$ cat src/rtl/frog_pkg.sv
// Shared types, keycodes and key decode for the frog controller.
package frog_pkg;

    typedef enum logic [2:0] {
        NONE  = 3'd0,
        UP    = 3'd1,
        DOWN  = 3'd2,
        LEFT  = 3'd3,
        RIGHT = 3'd4
    } dir_t;

    typedef enum logic [1:0] {
        IDLE = 2'd0,
        HOP  = 2'd1,
        DEAD = 2'd2
    } state_t;

    localparam logic [7:0] KEY_W = 8'h1A;
    localparam logic [7:0] KEY_S = 8'h16;
    localparam logic [7:0] KEY_A = 8'h04;
    localparam logic [7:0] KEY_D = 8'h07;

    function automatic dir_t key_to_dir(input logic [7:0] key);
        case (key)
            KEY_W:   return UP;
            KEY_S:   return DOWN;
            KEY_A:   return LEFT;
            KEY_D:   return RIGHT;
            default: return NONE;
        endcase
    endfunction

endpackage

$ cat src/rtl/frog_controller_frame_tick_sync.sv
// Brings the vsync-derived frame clock into the Clk domain and emits a
// one-cycle pulse per rising edge.
module frame_tick_sync (
    input  logic clk_i,
    input  logic rst_ni,
    input  logic frame_clk_i,
    output logic frame_tick_o
);

    logic sync1_q;
    logic sync2_q;
    logic edge_q;

    always_ff @(posedge clk_i or negedge rst_ni) begin
        if (!rst_ni) begin
            sync1_q <= 1'b0;
            sync2_q <= 1'b0;
            edge_q  <= 1'b0;
        end else begin
            sync1_q <= frame_clk_i;
            sync2_q <= sync1_q;
            edge_q  <= sync2_q;
        end
    end

    // State in the parent advances on the third Clk edge after the frame_clk edge.
    assign frame_tick_o = sync2_q & ~edge_q;

endmodule

$ cat src/rtl/frog_controller.sv
// Frog position controller: keycode hops on a grid, death/respawn and goal.
// Define HOP_QUEUE_EN to buffer the first press seen during a hop.
module frog_controller
    import frog_pkg::*;
#(
    parameter int CELL         = 32,
    parameter int HOP_STEP     = 4,
    parameter int START_X      = 336,
    parameter int START_Y      = 464,
    parameter int X_MIN        = 16,
    parameter int X_MAX        = 624,
    parameter int Y_MIN        = 16,
    parameter int Y_MAX        = 464,
    parameter int FROG_SIZE    = 12,
    parameter int DEATH_FRAMES = 30
) (
    input  logic       Clk,
    input  logic       Reset,
    input  logic       frame_clk,
    input  logic [7:0] keycode,
    input  logic       hit,
    output logic [9:0] FrogX,
    output logic [9:0] FrogY,
    output logic [9:0] FrogS,
    output logic       hopping,
    output logic       frog_dead,
    output logic       goal_pulse
);

    localparam int STEPS = CELL / HOP_STEP;

    logic       frame_tick;
    state_t     state_q, state_d;
    dir_t       dir_q, dir_d;
    dir_t       prev_q, prev_d;
    logic [9:0] x_q, x_d;
    logic [9:0] y_q, y_d;
    logic [7:0] step_q, step_d;
    logic [7:0] dead_q, dead_d;
    logic       hit_q, hit_d;
    logic       goal_q, goal_d;
`ifdef HOP_QUEUE_EN
    dir_t       queue_q, queue_d;
`endif

    dir_t       cur_dir;
    dir_t       start_dir;
    logic       press;
    logic       hit_now;

    frame_tick_sync u_sync (
        .clk_i        (Clk),
        .rst_ni       (Reset),
        .frame_clk_i  (frame_clk),
        .frame_tick_o (frame_tick)
    );

    // Widen to 11 bits so a move off the low edge goes negative instead of wrapping.
    function automatic logic dir_legal(input dir_t d, input logic [9:0] x, input logic [9:0] y);
        logic signed [10:0] tx;
        logic signed [10:0] ty;
        tx = $signed({1'b0, x});
        ty = $signed({1'b0, y});
        case (d)
            UP:      ty = ty - $signed(11'(CELL));
            DOWN:    ty = ty + $signed(11'(CELL));
            LEFT:    tx = tx - $signed(11'(CELL));
            RIGHT:   tx = tx + $signed(11'(CELL));
            default: ;
        endcase
        return (d != NONE) &&
               (tx >= $signed(11'(X_MIN))) && (tx <= $signed(11'(X_MAX))) &&
               (ty >= $signed(11'(Y_MIN))) && (ty <= $signed(11'(Y_MAX)));
    endfunction

    function automatic logic [9:0] move_x(input dir_t d, input logic [9:0] x);
        case (d)
            LEFT:    return x - 10'(HOP_STEP);
            RIGHT:   return x + 10'(HOP_STEP);
            default: return x;
        endcase
    endfunction

    function automatic logic [9:0] move_y(input dir_t d, input logic [9:0] y);
        case (d)
            UP:      return y - 10'(HOP_STEP);
            DOWN:    return y + 10'(HOP_STEP);
            default: return y;
        endcase
    endfunction

    assign cur_dir = key_to_dir(keycode);
    assign press   = (cur_dir != NONE) && (cur_dir != prev_q);
    assign hit_now = hit_q | hit;

    always_comb begin
        state_d   = state_q;
        dir_d     = dir_q;
        prev_d    = prev_q;
        x_d       = x_q;
        y_d       = y_q;
        step_d    = step_q;
        dead_d    = dead_q;
        goal_d    = 1'b0;
        start_dir = NONE;
        hit_d     = (state_q == DEAD) ? 1'b0 : hit_now;
`ifdef HOP_QUEUE_EN
        queue_d   = queue_q;
`endif
        if (frame_tick) begin
            prev_d = cur_dir;
            hit_d  = 1'b0;
            case (state_q)
                IDLE: begin
                    if (hit_now) begin
                        state_d = DEAD;
                        dead_d  = 8'(DEATH_FRAMES - 1);
`ifdef HOP_QUEUE_EN
                        queue_d = NONE;
`endif
                    end else begin
`ifdef HOP_QUEUE_EN
                        if (queue_q != NONE) begin
                            start_dir = queue_q;
                            queue_d   = NONE;
                        end else if (press) begin
                            start_dir = cur_dir;
                        end
`else
                        if (press) start_dir = cur_dir;
`endif
                        if (dir_legal(start_dir, x_q, y_q)) begin
                            state_d = HOP;
                            dir_d   = start_dir;
                            step_d  = 8'(STEPS - 1);
                            x_d     = move_x(start_dir, x_q);
                            y_d     = move_y(start_dir, y_q);
                        end
                    end
                end
                HOP: begin
                    if (hit_now) begin
                        state_d = DEAD;
                        dead_d  = 8'(DEATH_FRAMES - 1);
`ifdef HOP_QUEUE_EN
                        queue_d = NONE;
`endif
                    end else if (step_q == 8'd0) begin
                        state_d = IDLE;
                        if (y_q == 10'(Y_MIN)) begin
                            x_d    = 10'(START_X);
                            y_d    = 10'(START_Y);
                            goal_d = 1'b1;
`ifdef HOP_QUEUE_EN
                            queue_d = NONE;
`endif
                        end
`ifdef HOP_QUEUE_EN
                        else if (!dir_legal(queue_q, x_q, y_q)) begin
                            queue_d = NONE;
                        end
`endif
                    end else begin
                        x_d    = move_x(dir_q, x_q);
                        y_d    = move_y(dir_q, y_q);
                        step_d = step_q - 8'd1;
`ifdef HOP_QUEUE_EN
                        if (press && queue_q == NONE) queue_d = cur_dir;
`endif
                    end
                end
                DEAD: begin
                    if (dead_q == 8'd0) begin
                        state_d = IDLE;
                        x_d     = 10'(START_X);
                        y_d     = 10'(START_Y);
                    end else begin
                        dead_d = dead_q - 8'd1;
                    end
                end
                default: state_d = IDLE;
            endcase
        end
    end

    always_ff @(posedge Clk or negedge Reset) begin
        if (!Reset) begin
            state_q <= IDLE;
            dir_q   <= NONE;
            prev_q  <= NONE;
            x_q     <= 10'(START_X);
            y_q     <= 10'(START_Y);
            step_q  <= 8'd0;
            dead_q  <= 8'd0;
            hit_q   <= 1'b0;
            goal_q  <= 1'b0;
`ifdef HOP_QUEUE_EN
            queue_q <= NONE;
`endif
        end else begin
            state_q <= state_d;
            dir_q   <= dir_d;
            prev_q  <= prev_d;
            x_q     <= x_d;
            y_q     <= y_d;
            step_q  <= step_d;
            dead_q  <= dead_d;
            hit_q   <= hit_d;
            goal_q  <= goal_d;
`ifdef HOP_QUEUE_EN
            queue_q <= queue_d;
`endif
        end
    end

    assign FrogX      = x_q;
    assign FrogY      = y_q;
    assign FrogS      = 10'(FROG_SIZE);
    assign hopping    = (state_q == HOP);
    assign frog_dead  = (state_q == DEAD);
    assign goal_pulse = goal_q;

endmodule

$ cat config.mk
export PLATFORM = sky130hd
export DESIGN_NAME = frog_controller
export DESIGN_NICKNAME = d
export VERILOG_FILES = /design/src/rtl/frog_pkg.sv /design/src/rtl/frog_controller_frame_tick_sync.sv /design/src/rtl/frog_controller.sv
export SDC_FILE = /design/constraint.sdc
export NUM_CORES = 1
export LEC_CHECK = 0
export BUFFER_PORTS_ARGS = -buffer_cell sky130_fd_sc_hd__buf_2
export CORE_ASPECT_RATIO = 1.4
export CORE_UTILIZATION = 50
export CTS_CLUSTER_DIAMETER = 50
export CTS_CLUSTER_SIZE = 14
export DETAILED_ROUTE_END_ITERATION = 7
export PLACE_DENSITY_LB_ADDON = 0.25
export SLEW_MARGIN = 20
export SYNTH_ARGS = -nofsm -noshare
export SYNTH_HDL_FRONTEND = slang
export SYNTH_SLANG_ARGS = --single-unit
$ cat constraint.sdc
create_clock -name Clk -period 5.2 [get_ports Clk]
set_input_delay 1.04 -clock Clk [delete_from_list [all_inputs] [get_ports Clk]]
set_output_delay 1.04 -clock Clk [all_outputs]
set_load 0.03 [all_outputs]
==> metrics.cfg <==
[critical_path]
worstReg2RegEnd = FrogY[6]
cp_endpoint_kind = register
critPathArrivalTime_ns = 5.11
worst-r2r-setup-slack_ns = 1.14
crit_path_cell_trace = buf_2 > or3b_4 > or2_4 > a221oi_2 > o21bai_2 > nand3_1 > nor2_1 > nand2_1 > inv_1 > fa_1 > nand2b_1 > a21oi_1 > xnor2_1 > o211ai_1 > a21oi_1 > nand4b_4 > nor4_4 > a21oi_2 > or4_1 > o211ai_1
critPathLaunch = keycode[3]
reg2regPathDepth = 18
crit_path_start_kind = input pin
crit_buf_inv = 2
critPathKind = in -> reg
crit_fanout = 10
critical-path-max-stage-delay_ns = 0.52
critPathSlowestCell = sky130_fd_sc_hd__or4_1
cp.required_ns = 5.42
number_of_cells_on_the_critical_path = 20
worstReg2RegStart = prev_q[2]
worst_path_top_cell_family_by_delay = simple AND/OR/NAND/NOR gates
worstSetupEndpoint = FrogY[6]

[logic_synthesis]
synth_top_flop_cell = sky130_fd_sc_hd__dfrtp_1
async_reset_ff_share_pct = 100
synth.yosys.seq_area_share_pct = 27.0
yosys.cell_types.count = 74
synth_top_area_cell = sky130_fd_sc_hd__dfrtp_1
synth_edf_count = 0
synthesis.instances = 512
synth_top_cell_area_share_pct = 22.6
synth.top_cells.by_area = sky130_fd_sc_hd__dfrtp_1 23%, sky130_fd_sc_hd__ha_1 6.5%, sky130_fd_sc_hd__o21ai_0 4.6%
syn-mean-instance-area_um2 = 8.21
yosys_warnings = 0
ys_ff_latch = 45
post_synth_instance_area_um2 = 4200

[clocking]
cts_root_buffer = sky130_fd_sc_hd__clkbuf_16
htree_num_levels = 2
post-cts-setup-buffers = 0
cts.sinks = 45
cts_hold_repair.buffers = 0
total_clock_buffers_created_by_cts = 5
cts_repair_resize_count = 0
worstSkewPairLatency_ns = 0.30
number_of_buffers_between_clock_root_and_the_deepest_sink = 2
clk_transition_reported_paths_ns = 0.07
cts_tree = built

[detailed_routing]
detailedRoute.firstPassIterationCount = 7
drt_first_iter_violations = 213
routed_wirelength_um = 10400
postRouteAntennaNets = 0
drcViolationCount = 0
via_count = 3926
detail_route.vias_per_cell = 6.14
route.detailed.wl_per_inst_um = 16.3

[global_route]
grt_antenna_before_repair = 0
grt_max_degree = 46
globalRouteOverflowTotal = 0
globalRouteTotalUtil_pct = 25.1
grt_first_pass_wirelength_um = 17600
grt_pass1_vias = 3784

[final_layout]
layout.cells.most_common_list = 41 x sky130_fd_sc_hd__nand2_1, 39 x sky130_fd_sc_hd__o21ai_0, 38 x sky130_fd_sc_hd__dfrtp_1
ratio_of_cells_with_drive_above_1_in_the_final_layout_pct = 16.8
final_core_utilization_pct = 56.3
nFillCells = 763
nets = 572
final_cell_area_um2 = 4590
antenna-diode-count = 0
most_frequent_standard_cell_in_the_layout_excluding_fill_and_tap_cells = sky130_fd_sc_hd__nand2_1
areaGrowthSynthToFinish_pct = 9.11

[sta]
worst_clock_skew_ns = 0.00813
grt_setup_unrepaired = no
finalCriticalPeriod_ns = 4.88
finalMaxSlewViolations = 0
slew-limit-headroom_pct = 48.1
timing.final.crit_share_pct = 93.9
hold_viol = 0
tightest_slew_ns = 0.778
fmaxAchievable_mhz = 205
timing.final.setup_violations = 0

[floorplan]
die_width_um = 79.5
floorplan.die.height_um = 110
placementRows = 39
die_area_um2 = 8780
floorplan.core_area_um2 = 8150
initial_utilization_pct = 51.6
pin_count = 45

[power_and_ir_drop]
cellLeakagePower_nw = 1.91
ir_worst_vdd_v = 0.000223
power_per_cell_area_nw_per_um2 = 440
power.total_mw = 2.02

[place]
hpwl_um = 7600
place_area_um2 = 4420
io_port_bufs = 30
gp_congestion = 0.901

[run_status]
run_status = completed

[worst_hold_path]
hold_path_class = reg -> reg
worst_hold_startpoint = u_sync.sync1_q

[run]
cap_violations = 0

==> registers in the layout, indices dropped and copies added, names as in the netlist <==
register,count
FrogX,8
FrogY,8
dead_q,8
dir_q,3
goal_pulse,1
hit_q,1
prev_q,3
state_q,2
step_q,8
u_sync.edge_q,1
u_sync.sync1_q,1
u_sync.sync2_q,1
==> final cells by class <==
class	count	area (um2)	area share (%)
multi-input combinational	414	2800	61.0
clock buffer	6	139	3.03
inverter	22	82.6	1.80
sequential	45	1130	24.7
clock inverter	2	17.5	0.382
tap	102	128	2.78
timing repair buffer	48	288	6.27
==> through the flow <==
| step | hold slack [ns] | setup TNS, ns | setup slack (ns) | cells |
|---|---|---|---|---|
| detailed placement | 0.349 | -0.0110 | -0.00822 | 631 |
| finish | 0.366 | 0 | 0.318 | 639 |
| global placement | 0.340 | 0 | 0.122 | 631 |
| floorplan | 0.331 | 0 | 0.127 | 524 |
| global route | 0.378 | 0 | 0.0103 | 639 |
| CTS | 0.365 | 0 | 0.290 | 639 |
==> how the worst min path moves through the flow <==
| stage | endpoint | slack [ns] | cells after the start |
|---|---|---|---|
| after global routing | u_sync.sync2_q | 0.38 | 0 |
| after detailed placement | u_sync.sync2_q | 0.35 | 0 |
| final | u_sync.sync2_q | 0.37 | 0 |
| after floorplan | u_sync.sync2_q | 0.33 | 0 |
| after global placement | u_sync.sync2_q | 0.34 | 0 |
| after CTS | u_sync.sync2_q | 0.36 | 0 |
==> layer usage <==
layer,wire length (um),up-vias,GRT usage (%)
met1,4490,1899,31.2
li1,-,1890,-
met3,484,19,3.06
met4,276,0,10.4
met5,0,-,0
met2,5180,118,43.0
==> power breakdown <==
part           switching, mW  internal (mW)  total, mW
clock                  0.151          0.194      0.345
combinational          0.679          0.378       1.06
sequential             0.159          0.458      0.617
total                  0.990           1.03       2.02
==> Yosys cell counts, types with 6 or more instances <==
master                     number
sky130_fd_sc_hd__a211oi_1       6
sky130_fd_sc_hd__a21o_1         6
sky130_fd_sc_hd__a21oi_1       29
sky130_fd_sc_hd__a31oi_1        7
sky130_fd_sc_hd__buf_4         17
sky130_fd_sc_hd__clkbuf_1      21
sky130_fd_sc_hd__dfrtp_1       38
sky130_fd_sc_hd__dfstp_2        7
sky130_fd_sc_hd__ha_1          22
sky130_fd_sc_hd__inv_1         21
sky130_fd_sc_hd__mux2i_1       13
sky130_fd_sc_hd__nand2_1       41
sky130_fd_sc_hd__nand3_1       27
sky130_fd_sc_hd__nor2_1        37
sky130_fd_sc_hd__nor3_1        19
sky130_fd_sc_hd__nor4_1         9
sky130_fd_sc_hd__o21ai_0       39
sky130_fd_sc_hd__o31ai_1        8
sky130_fd_sc_hd__or3_1          7
sky130_fd_sc_hd__xnor2_1       15
sky130_fd_sc_hd__xor2_1        12
==> logic make-up (layout without fill, tap and decap cells) <==
| family | count (synthesis) | count (layout) | share of synthesized area, % |
|---|---|---|---|
| buffers and inverters | 65 | 78 | 7.74 |
| xor gates and xnor gates | 28 | 28 | 6.01 |
| adders and majority gates | 24 | 24 | 7.50 |
| and+or+nand+nor | 185 | 185 | 23.7 |
| DFF | 45 | 45 | 27.0 |
| AOI/OAI and AO/OA | 143 | 143 | 22.6 |
| muxes | 20 | 20 | 5.30 |
| other | 2 | 14 | 0.179 |
(Power assumes the default switching activity.)
